--- config.mk ---
export PLATFORM = sky130hd
export DESIGN_NAME = axi_lite_master_bridge
export DESIGN_NICKNAME = d
export VERILOG_FILES = /design/src/rtl/axi_lite_master_bridge.sv
export SDC_FILE = /design/constraint.sdc
export NUM_CORES = 1
export LEC_CHECK = 0
export ABC_CLOCK_PERIOD_IN_PS = 2900
export BUFFER_PORTS_ARGS = -buffer_cell sky130_fd_sc_hd__buf_4
export CAP_MARGIN = 10
export CORE_UTILIZATION = 46
export CTS_BUF_LIST = sky130_fd_sc_hd__clkbuf_16
export CTS_CLUSTER_SIZE = 12
export DETAILED_ROUTE_END_ITERATION = 8
export GPL_ROUTABILITY_DRIVEN = 0
export MAX_ROUTING_LAYER = met4
export PLACE_DENSITY = 0.86
export SYNTH_ARGS = -nofsm -noshare
export SYNTH_HDL_FRONTEND = slang
export SYNTH_SLANG_ARGS = --single-unit
--- constraint.sdc ---
create_clock -name clk -period 2.9 [get_ports clk]
set_input_delay 0.58 -clock clk [delete_from_list [all_inputs] [get_ports clk]]
set_output_delay 0.58 -clock clk [all_outputs]
set_load 0.05 [all_outputs]
--- src/rtl/axi_lite_master_bridge.sv ---
// Turns the core's simple request/stall data-bus port into single-outstanding AXI4-Lite
// master transactions, with a response timeout so a hung slave cannot stall the core forever.
module axi_lite_master_bridge #(
    parameter int AXI_ADDR_WIDTH = 32,
    parameter int TIMEOUT_CYCLES = 256
) (
    input  logic                      clk,
    input  logic                      rst,
    input  logic                      rd_en,
    input  logic                      wr_en,
    input  logic [AXI_ADDR_WIDTH-1:0] addr,
    input  logic [31:0]               wr_data,
    input  logic [3:0]                wr_strobe,
    output logic [31:0]               rd_data,
    output logic                      access_fault,
    output logic                      busy,
    output logic [AXI_ADDR_WIDTH-1:0] m_awaddr,
    output logic                      m_awvalid,
    input  logic                      m_awready,
    output logic [2:0]                m_awprot,
    output logic [31:0]               m_wdata,
    output logic [3:0]                m_wstrb,
    output logic                      m_wvalid,
    input  logic                      m_wready,
    input  logic [1:0]                m_bresp,
    input  logic                      m_bvalid,
    output logic                      m_bready,
    output logic [AXI_ADDR_WIDTH-1:0] m_araddr,
    output logic                      m_arvalid,
    input  logic                      m_arready,
    output logic [2:0]                m_arprot,
    input  logic [31:0]               m_rdata,
    input  logic [1:0]                m_rresp,
    input  logic                      m_rvalid,
    output logic                      m_rready
);

    typedef enum logic [2:0] {IDLE, WR, WB, RA, RD, RESP, DRAIN} state_e;

    localparam int CNT_W = (TIMEOUT_CYCLES > 1) ? $clog2(TIMEOUT_CYCLES) : 1;

    state_e                    state_q;
    logic [AXI_ADDR_WIDTH-1:0] addr_q;
    logic [31:0]               wData_q;
    logic [3:0]                wStrb_q;
    logic                      awValid_q, wValid_q, bReady_q, arValid_q, rReady_q;
    logic                      busy_q, fault_q;
    logic [31:0]               rdData_q;
    logic [CNT_W-1:0]          cnt_q;

    // "Left" means the channel is still owed a handshake after this cycle.
    logic awLeft, wLeft, bLeft, arLeft, rLeft, anyLeft, timeoutHit;

    assign awLeft     = awValid_q & ~m_awready;
    assign wLeft      = wValid_q  & ~m_wready;
    assign bLeft      = bReady_q  & ~m_bvalid;
    assign arLeft     = arValid_q & ~m_arready;
    assign rLeft      = rReady_q  & ~m_rvalid;
    assign anyLeft    = awLeft | wLeft | bLeft | arLeft | rLeft;
    assign timeoutHit = (TIMEOUT_CYCLES != 0) && (cnt_q == CNT_W'(TIMEOUT_CYCLES - 1));

    // On timeout the outstanding valids/readies are left untouched so RESP and DRAIN can
    // finish those handshakes legally before the next request is accepted.
    always_ff @(posedge clk) begin
        if (rst) begin
            state_q   <= IDLE;
            addr_q    <= '0;
            wData_q   <= '0;
            wStrb_q   <= '0;
            awValid_q <= 1'b0;
            wValid_q  <= 1'b0;
            bReady_q  <= 1'b0;
            arValid_q <= 1'b0;
            rReady_q  <= 1'b0;
            busy_q    <= 1'b0;
            fault_q   <= 1'b0;
            rdData_q  <= '0;
            cnt_q     <= '0;
        end else begin
            case (state_q)
                IDLE: begin
                    cnt_q <= '0;
                    if (wr_en) begin
                        addr_q    <= addr;
                        wData_q   <= wr_data;
                        wStrb_q   <= wr_strobe;
                        awValid_q <= 1'b1;
                        wValid_q  <= 1'b1;
                        busy_q    <= 1'b1;
                        state_q   <= WR;
                    end else if (rd_en) begin
                        addr_q    <= addr;
                        arValid_q <= 1'b1;
                        busy_q    <= 1'b1;
                        state_q   <= RA;
                    end
                end
                WR: begin
                    awValid_q <= awLeft;
                    wValid_q  <= wLeft;
                    if (!awLeft && !wLeft) begin
                        bReady_q <= 1'b1;
                        cnt_q    <= cnt_q + CNT_W'(1);
                        state_q  <= WB;
                    end else if (timeoutHit) begin
                        bReady_q <= 1'b1;
                        fault_q  <= 1'b1;
                        rdData_q <= '0;
                        busy_q   <= 1'b0;
                        state_q  <= RESP;
                    end else begin
                        cnt_q <= cnt_q + CNT_W'(1);
                    end
                end
                WB: begin
                    if (m_bvalid) begin
                        bReady_q <= 1'b0;
                        fault_q  <= (m_bresp != 2'b00);
                        rdData_q <= '0;
                        busy_q   <= 1'b0;
                        state_q  <= RESP;
                    end else if (timeoutHit) begin
                        fault_q  <= 1'b1;
                        rdData_q <= '0;
                        busy_q   <= 1'b0;
                        state_q  <= RESP;
                    end else begin
                        cnt_q <= cnt_q + CNT_W'(1);
                    end
                end
                RA: begin
                    arValid_q <= arLeft;
                    if (!arLeft) begin
                        rReady_q <= 1'b1;
                        cnt_q    <= cnt_q + CNT_W'(1);
                        state_q  <= RD;
                    end else if (timeoutHit) begin
                        rReady_q <= 1'b1;
                        fault_q  <= 1'b1;
                        rdData_q <= '0;
                        busy_q   <= 1'b0;
                        state_q  <= RESP;
                    end else begin
                        cnt_q <= cnt_q + CNT_W'(1);
                    end
                end
                RD: begin
                    if (m_rvalid) begin
                        rReady_q <= 1'b0;
                        fault_q  <= (m_rresp != 2'b00);
                        rdData_q <= m_rdata;
                        busy_q   <= 1'b0;
                        state_q  <= RESP;
                    end else if (timeoutHit) begin
                        fault_q  <= 1'b1;
                        rdData_q <= '0;
                        busy_q   <= 1'b0;
                        state_q  <= RESP;
                    end else begin
                        cnt_q <= cnt_q + CNT_W'(1);
                    end
                end
                RESP: begin
                    awValid_q <= awLeft;
                    wValid_q  <= wLeft;
                    bReady_q  <= bLeft;
                    arValid_q <= arLeft;
                    rReady_q  <= rLeft;
                    busy_q    <= anyLeft;
                    state_q   <= anyLeft ? DRAIN : IDLE;
                end
                DRAIN: begin
                    awValid_q <= awLeft;
                    wValid_q  <= wLeft;
                    bReady_q  <= bLeft;
                    arValid_q <= arLeft;
                    rReady_q  <= rLeft;
                    if (!anyLeft) begin
                        busy_q  <= 1'b0;
                        state_q <= IDLE;
                    end
                end
                default: state_q <= IDLE;
            endcase
        end
    end

    // The accept cycle stalls the core combinationally; every later stall is registered.
    assign busy         = busy_q | ((state_q == IDLE) & (rd_en | wr_en));
    assign rd_data      = rdData_q;
    assign access_fault = fault_q;
    assign m_awaddr     = addr_q;
    assign m_araddr     = addr_q;
    assign m_wdata      = wData_q;
    assign m_wstrb      = wStrb_q;
    assign m_awvalid    = awValid_q;
    assign m_wvalid     = wValid_q;
    assign m_bready     = bReady_q;
    assign m_arvalid    = arValid_q;
    assign m_rready     = rReady_q;
    assign m_awprot     = 3'b000;
    assign m_arprot     = 3'b000;

endmodule

Word-level counts from Yosys, hierarchy flattened
Cells that the tools add are included.
{"block": "classes", "n_mux": 51, "n_addsub": 1, "bitwise": 17, "reduce_logical": 27, "eq_ne": 20}
{"cell": "32-bit 2-to-1 mux", "n": 7}
{"cell": "32-bit one-hot mux with 4 select lines", "n": 1}
{"cell": "8-bit 2-to-1 mux", "n": 5}
{"cell": "8-bit one-hot mux with 5 select lines", "n": 1}
{"cell": "3-bit 2-to-1 mux", "n": 9}
{"cell": "3-bit one-hot mux with 7 select lines", "n": 1}
{"cell": "1-bit 2-to-1 mux", "n": 20}
{"cell": "2-bit != test (second input constant)", "n": 10}
{"cell": "3-bit AND reduction", "n": 5}
{"cell": "2-bit nonzero test", "n": 5}
{"cell": "3-bit == test (second input constant)", "n": 3}
{"cell": "3-bit != test (second input constant)", "n": 3}
{"cell": "8-bit by 1-bit adder with 8-bit output (second input constant)", "n": 1}
{"cell": "8-bit == test (second input constant)", "n": 1}
{"cell": "2-bit AND reduction", "n": 4}
{"cell": "1-bit one-hot mux with 7 select lines", "n": 1}
{"cell": "7-bit nonzero test", "n": 1}
{"cell": "1-bit bitwise AND", "n": 6}
{"cell": "3-bit by 2-bit == test with 1-bit output (second input constant)", "n": 2}
{"cell": "1-bit OR", "n": 6}
{"cell": "1-bit one-hot mux with 2 select lines", "n": 3}
{"cell": "1-bit one-hot mux with 3 select lines", "n": 2}
{"cell": "3-bit nonzero test", "n": 2}
{"cell": "3-bit OR reduction", "n": 2}
{"cell": "other kinds (10)", "n": 15}
{"block": "word_totals", "out_inout_bits": 145, "regBits": 118}

Longest topological paths before layout
{"block": "logic_depth", "depth_word": 8, "ltp_mapped": 8}

Worst setup path after synthesis
No wires, ideal clock.
{"block": "synth_path", "kind": "reg2reg", "startpoint": "register wValid_q, in the netlist m_wvalid", "endpoint": "register rdData_q[10], in the netlist rd_data[10]", "path_buffers": 2, "path_slack_ns": 0.752, "t_arrival_ns": 2.031, "path_stages_with_launch": 8, "setup_time_ns": 0.117, "required_time_ns": 2.783, "cell_sequence": "dfxtp_1 > nand2b_1 > and2_1 > buf_6 > a2111oi_4 > nor3_4 > buf_6 > a22o_1"}
{"block": "synth_between", "elab_chain_cells": 5}
{"element": "start, declared", "line_no": "46", "text": "logic awValid_q, wValid_q, bReady_q, arValid_q, rReady_q;"}
{"element": "start signal, assigned", "line_no": "100", "text": "wValid_q <= wLeft;"}
{"element": "start signal, assigned", "line_no": "165", "text": "wValid_q <= wLeft;"}
{"element": "start signal, assigned", "line_no": "174", "text": "wValid_q <= wLeft;"}
{"element": "1-bit bitwise AND", "line_no": "55", "text": "assign wLeft = wValid_q & ~m_wready;"}
{"element": "1-bit logical NOT", "line_no": "101", "text": "if (!awLeft && !wLeft) begin"}
{"element": "1-bit logical AND", "line_no": "101"}
{"element": "2-bit != test (no source line)"}
{"element": "3-bit AND reduction (no source line)"}
{"element": "end signal, assigned", "line_no": "151", "text": "rdData_q <= m_rdata;"}
{"element": "end, declared", "line_no": "48", "text": "logic [31:0] rdData_q;"}
No other way between the ends.
A chain may end at the register's enable or synchronous reset.

Worst setup path after layout
{"block": "layout_path", "startpoint": "register state_q[0]", "endpoint": "output port busy"}
{"block": "layout_between", "elab_chain_cells": 3}
{"element": "start, declared", "line_no": "42", "text": "state_e state_q;"}
{"element": "start signal, assigned", "line_no": "170", "text": "state_q <= anyLeft ? DRAIN : IDLE;"}
{"element": "3-bit logical NOT", "line_no": "189", "text": "assign busy = busy_q | ((state_q == IDLE) & (rd_en | wr_en));"}
{"element": "1-bit bitwise AND", "line_no": "189"}
{"element": "1-bit OR", "line_no": "189"}
{"element": "end, declared", "line_no": "16", "text": "output logic busy,"}
No other way between the ends.

==> out/metrics.yaml <==
floorplan:
  die_area_sq_mm: 0.01140
  die_x_um: 106.8
  row_count: 37
  start_util_pct: 48.25
  coreArea_sq_mm: 0.01046
  dieHeight_um: 106.8
  boundaryPins: 258
clocking:
  post-cts-setup-buffers: 0
  cts-root-buf: "clkbuf_16"
  clock_sinks: 118
  clockBufferDepth: 2
  h-tree-depth: 4
  cts_buffers: 17
  worstSkewPairLatency_ps: 400
  cts.clk_slew.worst_paths_ps: 50
  post_cts_resized: 0
  cts_tree: "built"
  cts_hold_buf: 0
power_and_ir_drop:
  power_leakage_nw: 3.312
  vdd_drop_max_mv: 0.5101
  power.density_mw_per_mm2: 1038
  total_power_mw: 7.595
timing:
  setup_tns_ps: 0
  fin_ws_ps: 292.8
  fmax_mhz: 383.6
  final.setup_skew_ps: 14.88
  fin_crit_sh_pct: 89.90
  rsz0062_at_grt: "no"
  finalSetupViolations: 0
  maxSlewHeadroom_pct: 55.58
  hold_violations: 0
  period_needed_ps: 2607
  worst_pin_slew_ps: 661.1
  hold_ws_ps: 389.3
  maxSlewViolCount: 0
synthesis:
  yosysTopAreaCellShare_pct: 46.79
  avgSynthCellArea_sq_um: 8.400
  synth-compound-area-share_pct: 21.88
  synthXorXnorAreaFrac_pct: 0.3470
  yosys-mux-area-fraction_pct: 0
  synth.cell_area_sq_mm: 0.005049
  synth_area_leaders: "dfxtp_1 (47%), nand2_1 (12%), a21oi_1 (8.0%)"
  postSynthCellCount: 601
  ys.warnings.count: 0
  async_flop_share_pct: 0
  synth_fa_ha_area_share_pct: 0.2478
  yosysSeqAreaShare_pct: 46.79
  yosys.area_share.simple_pct: 19.80
  synth_top_family_by_area: "compound AO/OA/AOI/OAI gates"
  synth-edff-count: 0
  synth_cell_types: 59
  synth_ff_type: "dfxtp_1"
  synth-seq-cells: 118
  post-synth-top-area-cell: "dfxtp_1"
global_routing:
  grt_overflow: 0
  grt_usage_pct: 26.89
  grt_pass1_wl_mm: 23.40
  grt_pass1_vias: 4844
  antenna_found_initial: 0
  grt_max_degree: 58
critical_path:
  critPathLaunch: "state_q[0]"
  cpLargestDelayFamily: "simple AND/OR/NAND/NOR gates"
  timing.rr.end: "cnt_q[2]"
  cp.required_ps: 2320
  worstSetupStartpointType: "flop"
  cp_max_fo: 18
  endpoint_kind: "output port"
  crit_type: "flop to output port"
  crit_arrival_ps: 2030
  rr_worst_depth: 7
  crit_slowest_cell: "nor3_1"
  path_buf_inv: 2
  crit_chain: "buf_4 > nor3_1 > o21ai_2 > nand2b_1 > buf_4"
  reg2reg_slack_ps: 740
  slowest_delay_ps: 580
  cp_num_cells: 5
  timing.critical_path.mode_cell: "buf_4"
  crit_end: "busy"
  reg2reg_from: "cnt_q[1]"
detailed_routing:
  avgRoutedWirePerCell_um: 15.62
  viasPerCell: 5.293
  drtIter0Drc: 630
  drtAntennaViolNets: 0
  drt-total-wl_mm: 14.95
  vias: 5065
  drc_errors: 0
  drt_pass1_iterations: 5
placed_design:
  io_buffers: 251
  dp_slack_ps: 248.1
  hpwl_mm: 10.95
  place_inst: 924
min_path:
  worstHoldPathType: "input pin to flop"
  min_from: "m_arready"
finish:
  multiInputGateArea_sq_mm: 0.002168
  area_growth_pct: 44.88
  final_cells: 957
  seq_area_sq_mm: 0.002362
  fillCellCount: 814
  antenna_cells: 0
  drive_gt1_share_pct: 37.76
  fin_nets: 922
outcome:
  status: "completed"
job:
  drv_cap: 0
[worst min-delay path by stage]
stage | to | slack (ps) | depth (start not counted)
after floorplan | busy_q | 450 | 2
after global placement | m_wdata[20] | 440 | 2
after detailed placement | m_wdata[22] | 450 | 2
after CTS | m_arvalid | 380 | 2
after global routing | m_arvalid | 380 | 2
final | m_arvalid | 390 | 2
[synth_stat cells (6+ instances only)]
cell / n
nand2_1: 155
dfxtp_1: 118
a21oi_1: 81
buf_4: 40
a22o_1: 31
clkbuf_1: 20
nor2_1: 18
o21ai_0: 15
nor3_1: 10
buf_2: 9
buf_6: 9
nor2b_1: 9
nand3_1: 8
a211oi_1: 6
a31oi_1: 6
[where the power goes]
part	internal [mW]	total [mW]	leakage (nW)	switching [mW]
combinational	0.993	3.35	2.06	2.35
sequential	1.91	2.13	0.963	0.221
clock	1.36	2.12	0.293	0.765
[cells in the final DEF (no fill, tap or decap), types with 4 or more instances in the layout]
cell | synthesis | routed
buf_4 | 40 | 262
conb_1 | 1 | 6
inv_1 | 4 | 5
dfxtp_1 | 118 | 118
nand2b_1 | 5 | 5
nand2_1 | 155 | 155
nor3_1 | 10 | 10
nor2_1 | 18 | 15
a22o_1 | 31 | 31
clkinv_4 | 0 | 4
a31oi_1 | 6 | 6
o21ai_0 | 15 | 15
a21oi_1 | 81 | 81
nor2b_1 | 9 | 9
a211oi_1 | 6 | 6
nand3_1 | 8 | 8
clkbuf_16 | 0 | 17
[area by class of cell]
cell class	count	area share, %
Inverter	4	0.2053
Timing Repair Buffer	263	27.27
Clock inverter	15	2.446
Sequential cell	118	32.30
Clock buffer	17	5.816
Tap cell	136	2.326
Multi-Input combinational cell	404	29.64
[cell families (layout without fill, tap and decap cells)]
family,count (synthesis),after routing
simple gates,225,225
compound gates,170,170
flops,118,118
buf+inv,84,299
xor+xnor,2,2
fa+ha+maj,1,1
other cells,1,6
[sequential cells by signal, summed over array words and instances (netlist names)]
name / cells
m_rready: 1
m_araddr: 32
cnt_q: 8
m_arvalid: 1
access_fault: 1
m_wstrb: 4
m_bready: 1
rd_data: 32
m_wdata: 32
m_wvalid: 1
state_q: 3
m_awvalid: 1
busy_q: 1
[layer usage]
metal / GRT usage, % / wire length, um / vias to the layer above
met2: 45.44 / 7698 / 255
met1: 31.00 / 5776 / 2332
met3: 4.985 / 1036 / 35
met4: 12.23 / 433 / 0
li1: - / - / 2443
met5: - / 0 / -
[worst register-to-register path, delay by kind of cell, from the launching register on]
family,cells,cell delay [ps]
buf+inv,1,240
flops,1,390
simple gates,2,500
fa+ha+maj,1,240
compound gates,3,700
[stage by stage]
step | util [%] | cell area, sq um
after floorplan | - | 5067
after global placement | 63.87 | 6683
after detailed placement | 63.87 | 6683
after CTS | 69.65 | 7287
after global routing | 69.91 | 7315
final | 69.91 | 7315
Note: power is estimated with default switching activity, not from simulation.
